## src/rtl/des_sbox_pkg.sv

```systemverilog
// Shared types and constants for the DES S-box substitution stage.
// Slice helpers map a zero-based box number to its block/result bits.
package des_sbox_pkg;

    localparam int SBOX_IN_W  = 6;
    localparam int SBOX_OUT_W = 4;
    localparam int NUM_SBOX   = 8;
    localparam int BLOCK_W    = 48;
    localparam int RESULT_W   = 32;

    typedef enum logic [2:0] {
        IDLE,
        ISSUE,
        WAIT,
        DONE,
        ERR
    } state_t;

    // S1 is box 0 and occupies the most significant slice.
    function automatic int in_lsb(input int n);
        return BLOCK_W - SBOX_IN_W * (n + 1);
    endfunction

    function automatic int out_lsb(input int n);
        return RESULT_W - SBOX_OUT_W * (n + 1);
    endfunction

endpackage

```

## src/rtl/des_sbox_sequencer.sv

```systemverilog
// Sequences the external S-box bank for one Feistel-round substitution,
// one select pulse per box, with a per-box finish watchdog.
module des_sbox_sequencer
    import des_sbox_pkg::*;
#(
    parameter int NUM_SBOX       = 8,
    parameter int TIMEOUT_CYCLES = 4
) (
    input  logic                clk,
    input  logic                rst_n,
    input  logic                start,
    input  logic [BLOCK_W-1:0]  block_in,
    output logic                busy,
    output logic                done,
    output logic                err,
    output logic [RESULT_W-1:0] result,
    output logic [BLOCK_W-1:0]  sbox_in,
    output logic [NUM_SBOX-1:0] sbox_sel,
    input  logic [RESULT_W-1:0] sbox_out,
    input  logic [NUM_SBOX-1:0] sbox_fin
);

    localparam int IDX_W = $clog2(NUM_SBOX);
    localparam logic [IDX_W-1:0] LAST = IDX_W'(NUM_SBOX - 1);
    localparam logic [NUM_SBOX-1:0] SEL_ONE = NUM_SBOX'(1);
    localparam logic [RESULT_W-1:0] NIB = RESULT_W'(4'hF);

    state_t              state;
    logic [IDX_W-1:0]    idx;
    logic [3:0]          wdog;
    logic [4:0]          wdog_inc;
    logic                timeout;
    logic [RESULT_W-1:0] slot_mask;
    logic [RESULT_W-1:0] merged;

    assign wdog_inc  = {1'b0, wdog} + 5'd1;
    assign timeout   = wdog_inc >= 5'(TIMEOUT_CYCLES);
    assign slot_mask = NIB << out_lsb(int'(idx));
    assign merged    = (result & ~slot_mask) | (sbox_out & slot_mask);

    always_ff @(posedge clk or negedge rst_n) begin
        if (!rst_n) begin
            state    <= IDLE;
            busy     <= 1'b0;
            done     <= 1'b0;
            err      <= 1'b0;
            result   <= '0;
            sbox_in  <= '0;
            sbox_sel <= '0;
            idx      <= '0;
            wdog     <= '0;
        end else begin
            done     <= 1'b0;
            sbox_sel <= '0;
            unique case (state)
                IDLE: begin
                    if (start) begin
                        sbox_in  <= block_in;
                        result   <= '0;
                        err      <= 1'b0;
                        idx      <= '0;
                        wdog     <= '0;
                        busy     <= 1'b1;
                        sbox_sel <= SEL_ONE;
                        state    <= ISSUE;
                    end
                end
                ISSUE: begin
                    wdog  <= '0;
                    state <= WAIT;
                end
                WAIT: begin
                    if (sbox_fin[idx]) begin
                        result <= merged;
                        if (idx == LAST) begin
                            state <= DONE;
                        end else begin
                            idx      <= idx + 1'b1;
                            sbox_sel <= SEL_ONE << (idx + 1'b1);
                            state    <= ISSUE;
                        end
                    end else begin
                        if (wdog != 4'hF) begin
                            wdog <= wdog_inc[3:0];
                        end
                        if (timeout) begin
                            state <= ERR;
                        end
                    end
                end
                DONE: begin
                    done  <= 1'b1;
                    busy  <= 1'b0;
                    state <= IDLE;
                end
                ERR: begin
                    // Keep the slices captured so far for diagnosis.
                    err   <= 1'b1;
                    busy  <= 1'b0;
                    state <= IDLE;
                end
                default: begin
                    state <= IDLE;
                end
            endcase
        end
    end

endmodule
```

## config.mk

```make
export PLATFORM = sky130hd
export DESIGN_NAME = des_sbox_sequencer
export DESIGN_NICKNAME = d
export VERILOG_FILES = /design/src/rtl/des_sbox_pkg.sv /design/src/rtl/des_sbox_sequencer.sv
export SDC_FILE = /design/constraint.sdc
export NUM_CORES = 1
export LEC_CHECK = 0
export ABC_AREA = 1
export CAP_MARGIN = 30
export CORE_UTILIZATION = 45
export CTS_CLUSTER_DIAMETER = 30
export DETAILED_ROUTE_END_ITERATION = 12
export GPL_ROUTABILITY_DRIVEN = 0
export HOLD_SLACK_MARGIN = 0.15
export PLACE_DENSITY_LB_ADDON = 0.2
export SLEW_MARGIN = 20
export SYNTH_ARGS = -nofsm -noshare
export SYNTH_HDL_FRONTEND = slang
export SYNTH_SLANG_ARGS = --single-unit
```

## constraint.sdc

```tcl
create_clock -name clk -period 2.6 [get_ports clk]
set_clock_uncertainty 0.05 [all_clocks]
set_input_delay 0.52 -clock clk [delete_from_list [all_inputs] [get_ports clk]]
set_output_delay 0.52 -clock clk [all_outputs]
set_load 0.02 [all_outputs]
```

==> results_dict.tcl, run 1 <==
set metrics [dict create \
    yosysMostFrequentCell "nand2_1" \
    cts_sinks 101 \
    syn_to_final_growth_pct 43.6 \
    ys_ff_latch 101 \
    clk_pin_slew_worst_paths_ns 0.10 \
    root_buffer "clkbuf_8" \
    synth_seq_area_share 0.501 \
    critPathMaxFanout 8 \
    cap_viol_max_count 0 \
    arrival_ns 2.67 \
    drc_errors 0 \
    grt_pass1_vias 4713 \
    fmax_ghz 0.415 \
    worstMarginPinSlew_ns 0.512 \
    insertion_delay_ns 0.37 \
    hold_class "flip-flop to flip-flop" \
    cts_made_buffers 9 \
    setup_tns_ns 0 \
    multi_input_area_um2 2100 \
    die_area_um2 11600 \
    drive_above_1_share 0.0497 \
    synth_top_family_by_area "simple AND/OR/NAND/NOR gates" \
    drt_iter0_markers 303 \
    num_rows 38 \
    period_needed_ns 2.41 \
    wire_per_inst_um 13.5 \
    dieWidth_um 108 \
    synth_nets 787 \
    end_kind "flip-flop" \
    grt_util_all_layers 0.245 \
    required_ns 2.87 \
    post-route-period-util 0.926 \
    finish.instance_area_um2 7240 \
    grt_pass1_wl_um 22000 \
    synth.distinct_cells 22 \
    worstSetupPathType "flip-flop to flip-flop" \
    num-fill-cells 926 \
    relSlewSlack 0.658 \
    io_buffers 181 \
    core-area_um2 10900 \
    leakagePower_nw 3.79 \
    cts_tree "built" \
    synth_common_cells "322 x nand2_1, 101 x dfrtp_1, 70 x inv_1" \
    p_per_area_nw_per_um2 951 \
    finalNetCount 962 \
    synth_edf_count 0 \
    yosysWarnings 0 \
    drv_slew 0 \
    synth-simple-area-share 0.380 \
    wl_um 13600 \
    synth_top_area_share 0.501 \
    synth_area_um2 5040 \
    place_area_um2 6970 \
    yosys.area.top_type "dfrtp_1" \
    drt_pre_antenna_iters 5 \
    cts_max_level 3 \
    peakVddDrop_mv 0.651 \
    drtAntennaViolNets 0 \
    rsz0062_at_grt "no" \
    hold_violations 0 \
    async_flop_share 1.00 \
    crit_path_start_kind "flip-flop" \
    vias 4898 \
    synth_ff_type "dfrtp_1" \
    ios 182 \
    finalSetupViolCount 0 \
    insertedDiodeCount 0 \
    initial_core_util 0.463 \
    regArea_um2 2530 \
    synth.area.top_cells "dfrtp_1 50%, nand2_1 24%, nand3_1 5.9%" \
    die_h_um 108 \
    synthAdderAreaFrac 0.0248 \
    postSynthCellCount 686 \
    grt_antenna_before_repair 0 \
    synthMuxAreaShare 0 \
    grt_overflow_total 0 \
    status "finished clean" \
    clk_path_buf_depth 2 \
    synthXorXnorAreaFrac 0.00347 \
    dp_hpwl_um 9660 \
    syn_area_per_cell_um2 7.35 \
    via_per_inst 4.87 \
    synth_compound_area_frac 0.00397 \
    grt_max_degree 49 \
]
[final timing paths]
check	startpoint	endpoint	slack, ns	cells after the start
max in group asynchronous	rst_n	done$_DFF_PN0_	1.25	3
setup / recovery	idx[1]$_DFFE_PN0P_	result[30]$_DFFE_PN0P_	0.19	11
hold reg to reg	sbox_in[37]$_DFFE_PN0P_	sbox_in[37]$_DFFE_PN0P_	0.44	2
min in group asynchronous	rst_n	sbox_sel[4]$_DFF_PN0_	0.60	2
setup reg to reg	idx[1]$_DFFE_PN0P_	result[30]$_DFFE_PN0P_	0.19	11
hold / removal	sbox_in[37]$_DFFE_PN0P_	sbox_in[37]$_DFFE_PN0P_	0.44	2
[final cells by class]
class	instances	area share
inverters	74	0.0387
flip-flops and latches	101	0.349
repair buffers	191	0.264
clock buffers	11	0.0195
well taps	140	0.0242
multi-input cells	484	0.290
clock inverters	5	0.0147
[cell families (layout without fill, tap and decap cells)]
family / after synthesis / after routing
AOI/OAI and AO/OA: 4 / 4
xor gates and xnor gates: 2 / 2
adders and majority gates: 10 / 10
buffers and inverters: 101 / 281
DFF: 101 / 101
and+or+nand+nor: 468 / 468
[routing by layer]
metal	global-route usage	vias up	share of wire
li1	-	2418	-
met1	0.302	2247	0.42
met2	0.400	209	0.47
met3	0.0781	24	0.096
met4	0.0910	0	0.023
met5	0	-	0
[power breakdown]
part / total [mW] / switching [mW] / internal, mW
registers: 2.34 / 0.305 / 2.03
clock network: 1.23 / 0.562 / 0.670
logic: 3.31 / 1.99 / 1.32
[worst max-delay path, cell delays in order (launching register included)]
cell and delay (ns):
dfrtp_1 0.48, ha_1 0.29, ha_1 0.35, inv_1 0.12
ha_2 0.33, nor2_1 0.22, nand2_2 0.13, nand2_1 0.09
nand2_1 0.05, nor2_1 0.12, nand2_1 0.07, nand2_1 0.06
[cell usage in the layout, fill, tap and decap left out, drive strengths merged, types with 3 or more instances in the layout]
cell type,instances
inv,75
buf,10
o21ai,4
clkbuf,11
nand4,7
nand3,63
dfrtp,101
nor2,62
nor3,6
ha,10
bufinv,3
nand2,328
clkdlybuf4s50,180
[sequential cells by signal (all words and copies together), names as in the netlist]
signal / count
done: 1
idx: 3
err: 1
sbox_in: 48
result: 32
sbox_sel: 8
state: 3
wdog: 4
busy: 1
[through the flow]
step	instances	power, mW	hold WS [ns]	util	setup WS [ns]
CTS	1006	6.92	0.444	0.664	0.144
global placement	989	5.58	0.410	0.640	0.291
detailed placement	989	5.66	0.418	0.640	0.170
finish	1006	6.88	0.439	0.665	0.191
global route	1006	7.33	0.461	0.665	0.00558
floorplan	686	4.23	0.174	-	0.446
[timing repair]
item	4_1_cts	5_1_grt
gates resized for setup	0	3
setup buffers	0	0
hold buffers	1	0
endpoints found under the hold margin	36	0
endpoints found under the setup margin	0	12
Power figures use the tool's default switching activity.
==> run 2: changes to the inputs <==
--- a/config.mk
+++ b/config.mk
@@ -12,7 +12,7 @@
 export DETAILED_ROUTE_END_ITERATION = 12
 export GPL_ROUTABILITY_DRIVEN = 0
 export HOLD_SLACK_MARGIN = 0.15
-export PLACE_DENSITY_LB_ADDON = 0.2
+export PLACE_DENSITY = 0.81
 export SLEW_MARGIN = 20
 export SYNTH_ARGS = -nofsm -noshare
 export SYNTH_HDL_FRONTEND = slang
==> run 2 against run 1 <==
Non-clock buffer count stayed put. Fmax is 2.5% higher. Utilization decreased by 0.24 points. Clock power is 14% lower. Critical path depth is the same. Clock-buffer cell count up 2. Routed wire length rose by 1.6%. Critical path type unchanged. Largest cell class unchanged. Largest power group unchanged.
==> results_dict.tcl, run 2 (same netlist as run 1, synthesis figures left out) <==
set metrics [dict create \
    status "finished clean" \
    wl_um 13800 \
    peakVddDrop_mv 0.676 \
    worstSetupPathType "flip-flop to flip-flop" \
    core-area_um2 10900 \
    r2r-start "idx[0]$_DFFE_PN0P_" \
    cp_slowest_cell "dfrtp_1" \
    period_needed_ns 2.35 \
    multi_input_area_um2 2110 \
    clk_pin_slew_worst_paths_ns 0.09 \
    grt_overflow_total 0 \
    grt_antenna_before_repair 0 \
    min_path_cells 2 \
    cts_made_buffers 9 \
    worstMarginPinSlew_ns 0.646 \
    min-delay-start "sbox_in[2]$_DFFE_PN0P_" \
    ios 182 \
    drt_pre_antenna_iters 4 \
    drtAntennaViolNets 0 \
    grt_pass1_vias 4837 \
    cts_sinks 101 \
    largest_register "sbox_in" \
    drv_slew 0 \
    leakagePower_nw 3.79 \
    hold_class "flip-flop to flip-flop" \
    ff2ff_path_depth 11 \
    grt_max_degree 55 \
    grt_pass1_wl_um 22700 \
    hold_violations 0 \
    syn_to_final_growth_pct 43.1 \
    num_rows 38 \
    p_per_area_nw_per_um2 930 \
    dieWidth_um 108 \
    io_buffers 181 \
    cts_max_level 3 \
    post-route-period-util 0.904 \
    place_inst 989 \
    clk_path_buf_depth 2 \
    pre_cts_slack_ns 0.189 \
    insertion_delay_ns 0.36 \
    crit_chain "ha_1, ha_4, inv_1, ha_1, nor2_2, nand2_1, nand2_1, nand2_1, nor2_1, nand2_1, nand2_1" \
    insertedDiodeCount 0 \
    via_per_inst 4.85 \
    vias 4883 \
    end_kind "flip-flop" \
    required_ns 2.86 \
    drc_errors 0 \
    die_area_um2 11600 \
    cap_viol_max_count 0 \
    most-common-layout-cells "322 x nand2_1, 180 x clkdlybuf4s50_1, 101 x dfrtp_1, 70 x inv_1" \
    setup_tns_ns 0 \
    hold_path_end "sbox_in[2]$_DFFE_PN0P_" \
    rsz0062_at_grt "no" \
    cts_tree "built" \
    finalNetCount 962 \
    wire_per_inst_um 13.7 \
    initial_core_util 0.463 \
    grt_util_all_layers 0.250 \
    top_regs "sbox_in: 48 flops, result: 32 flops, sbox_sel: 8 flops" \
    dp_hpwl_um 9870 \
    crit_path_start_kind "flip-flop" \
    fmax_ghz 0.425 \
    drive_above_1_share 0.0497 \
    die_h_um 108 \
    critPathMostFrequentCell "nand2_1" \
    final_cells 1006 \
    setup_slack_ns 0.249 \
    layout_commonest_cell "nand2_1" \
    num-fill-cells 881 \
    regArea_um2 2530 \
    drt_iter0_markers 243 \
    slowest_delay_ns 0.41 \
    arrival_ns 2.61 \
    critPathMaxFanout 6 \
    r2r_end "result[22]$_DFFE_PN0P_" \
    root_buffer "clkbuf_8" \
    finalSetupViolCount 0 \
    largest_register_ffs 48 \
    r2r_slack_ns 0.25 \
    relSlewSlack 0.569 \
]
[run 2: cell count changes in the layout (fill, tap and decap cells not counted)]
cell / before / now
clkinv_2: 0 / 1
ha_4: 0 / 1
ha_2: 1 / 0
bufinv_16: 3 / 1
inv_6: 1 / 0
clkbuf_8: 10 / 12
[run 2: worst max-delay path by stage]
| stage | start | depth (start not counted) | endpoint |
|---|---|---|---|
| 3_3_place_gp | idx[0]$_DFFE_PN0P_ | 11 | result[30]$_DFFE_PN0P_ |
| 3_5_place_dp | idx[0]$_DFFE_PN0P_ | 11 | result[22]$_DFFE_PN0P_ |
| 5_1_grt | idx[0]$_DFFE_PN0P_ | 11 | result[22]$_DFFE_PN0P_ |
| 4_1_cts | idx[0]$_DFFE_PN0P_ | 11 | result[22]$_DFFE_PN0P_ |
| 2_1_floorplan | idx[1]$_DFFE_PN0P_ | 10 | result[21]$_DFFE_PN0P_ |
| 6_report | idx[0]$_DFFE_PN0P_ | 11 | result[22]$_DFFE_PN0P_ |
[run 2: power by group]
group          switching [mW]  internal [mW]  leakage, nW
registers               0.295           2.03         1.32
clock network           0.537          0.524        0.106
logic                    2.00           1.32         2.36
[run 2: metal layers]
metal,vias to the layer above,GRT usage,share of wire
li1,2412,-,-
met1,2246,0.300,0.41
met2,202,0.411,0.47
met3,23,0.0726,0.095
met4,0,0.117,0.020
met5,-,0,0
[run 2: worst max-delay path: cells and delay by family (launching register included)]
family        cells  cell delay (ns)
fa+ha+maj         3             0.98
buf+inv           1             0.08
simple gates      7             0.78
flops             1             0.41
[run 2: stage by stage]
step	hold slack [ns]	utilization	power (mW)	cell area [um2]
CTS	0.439	0.661	6.76	7190
floorplan	0.174	-	4.23	5040
detailed placement	0.415	0.640	5.66	6970
finish	0.432	0.662	6.71	7210
global placement	0.411	0.640	5.57	6970
global route	0.447	0.662	7.16	7210
[run 2: timing repair]
item	in CTS	in global routing
hold endpoints to repair	47	0
setup buffers	0	0
endpoints found under the setup margin	0	7
gates resized for setup	0	3
hold buffers	1	0
[run 2: layout make-up]
class | count | share of cell area
Multi-Input combinational cell | 484 | 0.292
Inverter | 74 | 0.0389
Sequential cell | 101 | 0.350
Clock buffer | 13 | 0.0234
Tap cell | 140 | 0.0243
Clock inverter | 3 | 0.00590
Timing Repair Buffer | 191 | 0.265
